[src/rtl/shift_exec_stage_if.sv]
// Handshake bundle for the shift execute stage: an upstream operand channel
// and a downstream result channel, each with its own valid/ready pair.
interface shift_exec_stage_if;
  // Upstream operand channel
  logic        in_valid;
  logic        in_ready;
  logic [31:0] in_instr;
  logic [31:0] in_rs;
  logic [31:0] in_rt;
  logic [4:0]  in_rd;

  // Downstream result channel
  logic        out_valid;
  logic        out_ready;
  logic [31:0] out_result;
  logic [4:0]  out_rd;
  logic        out_illegal;

  // Producer of operands / consumer of results
  modport master (
    output in_valid, in_instr, in_rs, in_rt, in_rd, out_ready,
    input  in_ready, out_valid, out_result, out_rd, out_illegal
  );

  // The execute stage itself
  modport slave (
    input  in_valid, in_instr, in_rs, in_rt, in_rd, out_ready,
    output in_ready, out_valid, out_result, out_rd, out_illegal
  );
endinterface

[src/rtl/shift_exec_stage.sv]
// Two-register execute stage for the MIPS shift group.
// Stage A holds the accepted operands; decode, the shift core and the
// arithmetic fill are combinational from stage A; stage B holds the result
// toward writeback. Full throughput, two cycles from accept to out_valid.

// Rotate/logical shift core.
//   sh_c 00: logical right, 01: logical left, 10: rotate right.
module shift_core (
  input  logic [31:0] data_i,
  input  logic [4:0]  amt_i,
  input  logic [1:0]  sh_c_i,
  output logic [31:0] result_o
);
  logic [63:0] dbl_s;

  // Doubling the word turns a rotate into a plain right shift of 64 bits
  always_comb begin
    dbl_s    = {data_i, data_i} >> amt_i;
    result_o = data_i;
    case (sh_c_i)
      2'b00:   result_o = data_i >> amt_i;
      2'b01:   result_o = data_i << amt_i;
      2'b10:   result_o = dbl_s[31:0];
      default: result_o = data_i;
    endcase
  end
endmodule

module shift_exec_stage #(
  parameter bit SRA_EN = 1'b1,
  parameter bit ROT_EN = 1'b1
) (
  input  logic              clk,
  input  logic              rst,
  input  logic              flush,
  shift_exec_stage_if.slave bus
);

  // Stage A: only the instruction fields the shift group actually looks at
  // are kept (funct, sa, R bit) plus the low five bits of rs.
  logic        a_valid_q;
  logic [5:0]  a_funct_q;
  logic [4:0]  a_sa_q;
  logic        a_rbit_q;
  logic [4:0]  a_rsamt_q;
  logic [31:0] a_rt_q;
  logic [4:0]  a_rd_q;

  // Stage B (visible outputs)
  logic        out_valid_q;
  logic [31:0] out_result_q;
  logic [4:0]  out_rd_q;
  logic        out_illegal_q;

  // Decode / datapath
  logic [1:0]  sh_c_s;
  logic [4:0]  amt_s;
  logic        fill_s;
  logic        illegal_s;
  logic [31:0] core_res_s;
  logic [31:0] fill_mask_s;
  logic [31:0] out_result_d;

  // Handshake
  logic        in_ready_s;
  logic        a_take_s;
  logic        b_load_s;

  // A can take a new op when empty, or when B is free or draining this cycle,
  // which lets A's current op move on in the same edge.
  assign in_ready_s = !a_valid_q || !out_valid_q || bus.out_ready;
  assign a_take_s   = bus.in_valid && in_ready_s && !flush;
  assign b_load_s   = a_valid_q && (!out_valid_q || bus.out_ready);

  assign bus.in_ready    = in_ready_s;
  assign bus.out_valid   = out_valid_q;
  assign bus.out_result  = out_result_q;
  assign bus.out_rd      = out_rd_q;
  assign bus.out_illegal = out_illegal_q;

  // Stage A occupancy: flush wins, then accept, then drain into B
  always_ff @(posedge clk) begin
    if (rst) begin
      a_valid_q <= 1'b0;
    end else if (flush) begin
      a_valid_q <= 1'b0;
    end else if (a_take_s) begin
      a_valid_q <= 1'b1;
    end else if (b_load_s) begin
      a_valid_q <= 1'b0;
    end else begin
      a_valid_q <= a_valid_q;
    end
  end

  // Stage A operand capture; payload only matters while a_valid_q is set
  always_ff @(posedge clk) begin
    if (a_take_s) begin
      a_funct_q <= bus.in_instr[5:0];
      a_sa_q    <= bus.in_instr[10:6];
      a_rbit_q  <= bus.in_instr[21];
      a_rsamt_q <= bus.in_rs[4:0];
      a_rt_q    <= bus.in_rt;
      a_rd_q    <= bus.in_rd;
    end else begin
      a_funct_q <= a_funct_q;
      a_sa_q    <= a_sa_q;
      a_rbit_q  <= a_rbit_q;
      a_rsamt_q <= a_rsamt_q;
      a_rt_q    <= a_rt_q;
      a_rd_q    <= a_rd_q;
    end
  end

  // Decode funct into shift control, amount source and fill/illegal flags.
  // ROTRV is distinguished from SRLV by instr[6], i.e. the low bit of sa.
  always_comb begin
    sh_c_s    = 2'b00;
    amt_s     = a_sa_q;
    fill_s    = 1'b0;
    illegal_s = 1'b0;
    case (a_funct_q)
      6'h00: begin
        sh_c_s = 2'b01;
        amt_s  = a_sa_q;
      end
      6'h02: begin
        amt_s = a_sa_q;
        if (ROT_EN && a_rbit_q) begin
          sh_c_s = 2'b10;
        end else begin
          sh_c_s = 2'b00;
        end
      end
      6'h03: begin
        amt_s = a_sa_q;
        if (SRA_EN) begin
          sh_c_s = 2'b00;
          fill_s = 1'b1;
        end else begin
          illegal_s = 1'b1;
        end
      end
      6'h04: begin
        sh_c_s = 2'b01;
        amt_s  = a_rsamt_q;
      end
      6'h06: begin
        amt_s = a_rsamt_q;
        if (ROT_EN && a_sa_q[0]) begin
          sh_c_s = 2'b10;
        end else begin
          sh_c_s = 2'b00;
        end
      end
      6'h07: begin
        amt_s = a_rsamt_q;
        if (SRA_EN) begin
          sh_c_s = 2'b00;
          fill_s = 1'b1;
        end else begin
          illegal_s = 1'b1;
        end
      end
      default: begin
        illegal_s = 1'b1;
      end
    endcase
  end

  shift_core u_core (
    .data_i   (a_rt_q),
    .amt_i    (amt_s),
    .sh_c_i   (sh_c_s),
    .result_o (core_res_s)
  );

  // Arithmetic fill: set the top amt bits when shifting a negative value.
  // amt=0 yields an all-zero mask, so the value passes through unchanged.
  always_comb begin
    fill_mask_s  = 32'h0000_0000;
    out_result_d = 32'h0000_0000;
    if (fill_s && a_rt_q[31]) begin
      fill_mask_s = ~(32'hFFFF_FFFF >> amt_s);
    end else begin
      fill_mask_s = 32'h0000_0000;
    end
    if (illegal_s) begin
      out_result_d = 32'h0000_0000;
    end else begin
      out_result_d = core_res_s | fill_mask_s;
    end
  end

  // Stage B valid: flush wins over a downstream accept
  always_ff @(posedge clk) begin
    if (rst) begin
      out_valid_q <= 1'b0;
    end else if (flush) begin
      out_valid_q <= 1'b0;
    end else if (b_load_s) begin
      out_valid_q <= 1'b1;
    end else if (bus.out_ready) begin
      out_valid_q <= 1'b0;
    end else begin
      out_valid_q <= out_valid_q;
    end
  end

  // Stage B payload: held constant while stalled, cleared by reset
  always_ff @(posedge clk) begin
    if (rst) begin
      out_result_q  <= 32'h0000_0000;
      out_rd_q      <= 5'd0;
      out_illegal_q <= 1'b0;
    end else if (b_load_s && !flush) begin
      out_result_q  <= out_result_d;
      out_rd_q      <= a_rd_q;
      out_illegal_q <= illegal_s;
    end else begin
      out_result_q  <= out_result_q;
      out_rd_q      <= out_rd_q;
      out_illegal_q <= out_illegal_q;
    end
  end

endmodule
[src/flat_wrapper.sv]
// flat-port wrapper written by rule: the top's interface ports become plain ports
module shift_exec_stage_flat 
#(
  parameter bit SRA_EN = 1'b1,
  parameter bit ROT_EN = 1'b1
)
  (clk, rst, flush, bus_in_valid, bus_in_instr, bus_in_rs, bus_in_rt, bus_in_rd, bus_out_ready, bus_in_ready, bus_out_valid, bus_out_result, bus_out_rd, bus_out_illegal);
  shift_exec_stage_if bus_i ();
  input  logic clk;
  input  logic rst;
  input  logic flush;
  input wire logic [$bits(bus_i.in_valid)-1:0] bus_in_valid;
  input wire logic [$bits(bus_i.in_instr)-1:0] bus_in_instr;
  input wire logic [$bits(bus_i.in_rs)-1:0] bus_in_rs;
  input wire logic [$bits(bus_i.in_rt)-1:0] bus_in_rt;
  input wire logic [$bits(bus_i.in_rd)-1:0] bus_in_rd;
  input wire logic [$bits(bus_i.out_ready)-1:0] bus_out_ready;
  output wire logic [$bits(bus_i.in_ready)-1:0] bus_in_ready;
  output wire logic [$bits(bus_i.out_valid)-1:0] bus_out_valid;
  output wire logic [$bits(bus_i.out_result)-1:0] bus_out_result;
  output wire logic [$bits(bus_i.out_rd)-1:0] bus_out_rd;
  output wire logic [$bits(bus_i.out_illegal)-1:0] bus_out_illegal;
  assign bus_i.in_valid = bus_in_valid;
  assign bus_i.in_instr = bus_in_instr;
  assign bus_i.in_rs = bus_in_rs;
  assign bus_i.in_rt = bus_in_rt;
  assign bus_i.in_rd = bus_in_rd;
  assign bus_i.out_ready = bus_out_ready;
  assign bus_in_ready = bus_i.in_ready;
  assign bus_out_valid = bus_i.out_valid;
  assign bus_out_result = bus_i.out_result;
  assign bus_out_rd = bus_i.out_rd;
  assign bus_out_illegal = bus_i.out_illegal;
  shift_exec_stage #(.SRA_EN(SRA_EN), .ROT_EN(ROT_EN)) u_core (.clk(clk), .rst(rst), .flush(flush), .bus(bus_i));
endmodule
[config.mk]
export PLATFORM = sky130hd
export DESIGN_NAME = shift_exec_stage_flat
export DESIGN_NICKNAME = d
export VERILOG_FILES = /design/src/rtl/shift_exec_stage_if.sv /design/src/rtl/shift_exec_stage.sv /design/src/flat_wrapper.sv
export SDC_FILE = /design/constraint.sdc
export NUM_CORES = 1
export LEC_CHECK = 0
export BUFFER_PORTS_ARGS = -buffer_cell sky130_fd_sc_hd__buf_2
export CORE_MARGIN = 2
export CORE_UTILIZATION = 30
export CTS_CLUSTER_DIAMETER = 60
export DETAILED_ROUTE_END_ITERATION = 8
export HOLD_SLACK_MARGIN = 0.05
export PLACE_DENSITY = 0.53
export SKIP_LAST_GASP = 1
export SLEW_MARGIN = 15
export SYNTH_ARGS = -nofsm -noshare
export SYNTH_HDL_FRONTEND = slang
export SYNTH_SLANG_ARGS = --single-unit
[constraint.sdc]
create_clock -name clk -period 4.2 [get_ports clk]
set_clock_uncertainty 0.05 [all_clocks]
set_input_delay 0.63 -clock clk [delete_from_list [all_inputs] [get_ports clk]]
set_output_delay 0.63 -clock clk [all_outputs]
set_load 0.05 [all_outputs]
==> flow_summary.toml <==
[die]
die_w_um = 169
coreArea_um2 = 26900
die_area_um2 = 28600
rows = 60
boundaryPins = 146
initial_core_util = 0.305
die_h_um = 169

[setup_path]
cp.required_ns = 4.39
worst-r2r-cell-count = 10
path_max_fanout = 16
slowest_stage = "or3_1"
end_kind = "flop"
path_cells = "or3_1 -> o31a_1 -> nor2_4 -> buf_4 -> nor2_1 -> o2bb2ai_1 -> a22oi_1 -> o22ai_1 -> a2111oi_0 -> a211oi_1"
regToRegSetupSlack_ns = 0.30
reg2reg_from = "u_core.a_funct_q[5]"
critPathLaunch = "u_core.a_funct_q[5]"
crit_path_start_kind = "flop"
path_class = "reg2reg"
max_stage_delay_ns = 0.57
cp_data_arrival_time_ns = 4.09
regToRegEndpoint = "u_core.bus.out_result[30]"

[logic_synthesis]
synthCells = 1011
synth_fp_nets = 1117
seq_area_frac_synth = 0.296
synth-seq-cells = 94
avgSynthCellArea_um2 = 8.10
yosysUniqueCellTypes = 88
synth_edf_count = 54
yosysTopAreaCell = "edfxtp_1"
async_flop_share = 0
synth-main-ff-cell = "edfxtp_1"
synth_top_area_frac = 0.198
synth_warnings = 0
synth_area_leaders = "edfxtp_1, dfxtp_1, a21oi_1"
syn_area_um2 = 8190

[detailed_routing]
wl_per_cell_um = 26.1
met3_length_um = 3610
drt_wl_total_um = 37900
drtIter0Drc = 1158
topRoutingLayerUsed = "met4"
wl_met2_um = 16800
vias_per_cell = 6.40
wl_met1_um = 15900
ant_nets = 0
num_vias = 9325
drc = 0
dr.pass1.iters = 8

[clocking]
cts_tree = "done"
postCtsSetupBuffers = 0
root_buffer = "clkbuf_16"
htreeDepth = 3
clock_latency_ns = 0.37
clkSinkCount = 94
clockBufferDepth = 2
post_cts_resized = 0
cts_buffers = 9
cts_hold_buffers = 0
clkSlewWorstSetupHoldPaths_ns = 0.08

[timing]
rsz0062_at_grt = "no"
setup_tns_ns = 0
finalCritPeriodShare = 0.928
drv_slew = 0
relSlewSlack = 0.389
finalHoldViolations = 0
hold_slack_ns = 0.380
final-setup-viol-count = 0
max_freq_ghz = 0.257
period_minus_slack_ns = 3.90
tightest_slew_ns = 0.913

[final_layout]
n_fill_cell = 2889
drive_above_1_share = 0.224
syn_to_final_growth_pct = 16.9
insertedDiodeCount = 0
seq_area_um2 = 2420
nets = 1216
multi_input_area_um2 = 5290

[global_routing]
overflow = 0
grt_pass1_wl_um = 56800
antenna_found_initial = 0
grt_max_degree = 47
grt_pass1_vias = 8861
grtUsageTotal = 0.264

[status]
outcome = "complete, no violations"

[placement]
gp_congestion = 0.966
dpl.hpwl_um = 29100
numPortBuffers = 98

[power]
max-vdd-ir-drop_uv = 188
power_per_cell_area_nw_per_um2 = 320
p_leak_nw = 3.57

[hold_path]
hold_path_class = "in2reg"
holdCritStartpoint = "bus_in_instr[21]"
hold_depth = 1
hold_end = "u_core.a_rbit_q"

[run]
maxCapViolCount = 0
## per-layer routing
metal | vias up | track usage
met5 | - | 0
met4 | 0 | 0.110
met3 | 107 | 0.0557
met2 | 591 | 0.408
met1 | 4460 | 0.358
li1 | 4167 | -
## worst max-delay path by stage
stage          slack, ns                         to  cells after the start
2_1_floorplan       1.22   u_core.bus.out_result[9]                     11
3_3_place_gp        0.46  u_core.bus.out_result[18]                     12
3_5_place_dp        0.38  u_core.bus.out_result[30]                     10
4_1_cts             0.40  u_core.bus.out_result[30]                     10
5_1_grt             0.16  u_core.bus.out_result[14]                     11
6_report            0.30  u_core.bus.out_result[30]                     10
## critical path, delay by kind of cell, from the launching register on
family / cells / cell delay [ns]
buffers and inverters: 1 / 0.25
AO/OA/AOI/OAI: 6 / 1.99
flip-flops: 1 / 0.40
AND/OR/NAND/NOR: 3 / 1.08
## kinds of logic after synthesis
group                  count (synthesis)  synth area share
DFF                                   94             0.296
and+or+nand+nor                      337             0.196
AOI/OAI and AO/OA                    429             0.375
muxes                                 54            0.0714
buffers and inverters                 97            0.0619
## synthesized netlist by cell type (12+ instances only)
| master | n |
|---|---|
| a211oi_1 | 28 |
| o21ai_1 | 16 |
| clkbuf_1 | 37 |
| o22ai_1 | 21 |
| mux2i_1 | 37 |
| a21oi_1 | 106 |
| nand3_1 | 57 |
| dfxtp_1 | 40 |
| o211ai_1 | 21 |
| nor3_1 | 18 |
| a221oi_1 | 13 |
| buf_2 | 27 |
| nor2_1 | 62 |
| o21ai_0 | 50 |
| a311oi_1 | 13 |
| a22o_1 | 12 |
| buf_6 | 12 |
| and3_1 | 19 |
| edfxtp_1 | 54 |
| mux2_2 | 14 |
| a22oi_1 | 16 |
| a31oi_1 | 17 |
| nand2_1 | 132 |
## registers in the layout (all words and copies together) (netlist names), 5 cells and up
signal and cells:
u_core.bus.out_rd 5, u_core.a_rd_q 5, u_core.a_rsamt_q 5, u_core.a_rt_q 32, u_core.bus.out_result 32, u_core.a_funct_q 6
u_core.a_sa_q 5
## through the flow
| step | power [W] | worst slack, ns | std cells | cell area [um2] | utilization |
|---|---|---|---|---|---|
| after floorplan | 0.00174 | 1.22 | 1011 | 8190 | - |
| after CTS | 0.00304 | 0.398 | 1456 | 9570 | 0.356 |
| after global routing | 0.00318 | 0.164 | 1456 | 9570 | 0.356 |
| after detailed placement | 0.00215 | 0.384 | 1440 | 9260 | 0.344 |
| final | 0.00306 | 0.302 | 1456 | 9570 | 0.356 |
| after global placement | 0.00216 | 0.463 | 1440 | 9260 | 0.344 |
## power by group
part           internal, W  switching [W]  leakage (nW)  total (W)
Clock             0.000453       0.000435         0.150   0.000888
Sequential         0.00102      0.0000589         0.829    0.00108
Combinational     0.000372       0.000728          2.59    0.00110
Total              0.00184        0.00122          3.57    0.00306
## cells in the final DEF (no fill, tap or decap), types with 5 or more instances in the layout
master	count
o22ai_1	21
inv_1	9
mux2_2	14
o211a_1	5
a2111oi_0	10
o21ai_1	16
a32o_1	7
o2bb2ai_1	6
o211ai_1	21
mux2i_1	35
a21oi_1	106
a211oi_1	28
and3_1	19
o21ai_0	50
buf_4	77
a32oi_1	6
or3_1	5
clkbuf_16	10
buf_2	98
o2111ai_1	7
nand3_1	57
nand2b_1	9
dfxtp_1	40
edfxtp_1	54
a21o_1	5
nand2_1	131
a221oi_1	13
nor3_1	18
nor2_1	61
a31oi_1	17
a22o_1	12
a311oi_1	13
a22oi_1	16
o221ai_1	7
## final cells by class
| cell class | instances | area share |
|---|---|---|
| tap | 341 | 0.0446 |
| timing repair buffer | 176 | 0.114 |
| clock inverter | 6 | 0.00615 |
| clock buffer | 10 | 0.0262 |
| multi-input combinational | 820 | 0.553 |
| inverter | 9 | 0.00353 |
| sequential | 94 | 0.253 |
Note: power is estimated with default switching activity, not from simulation.
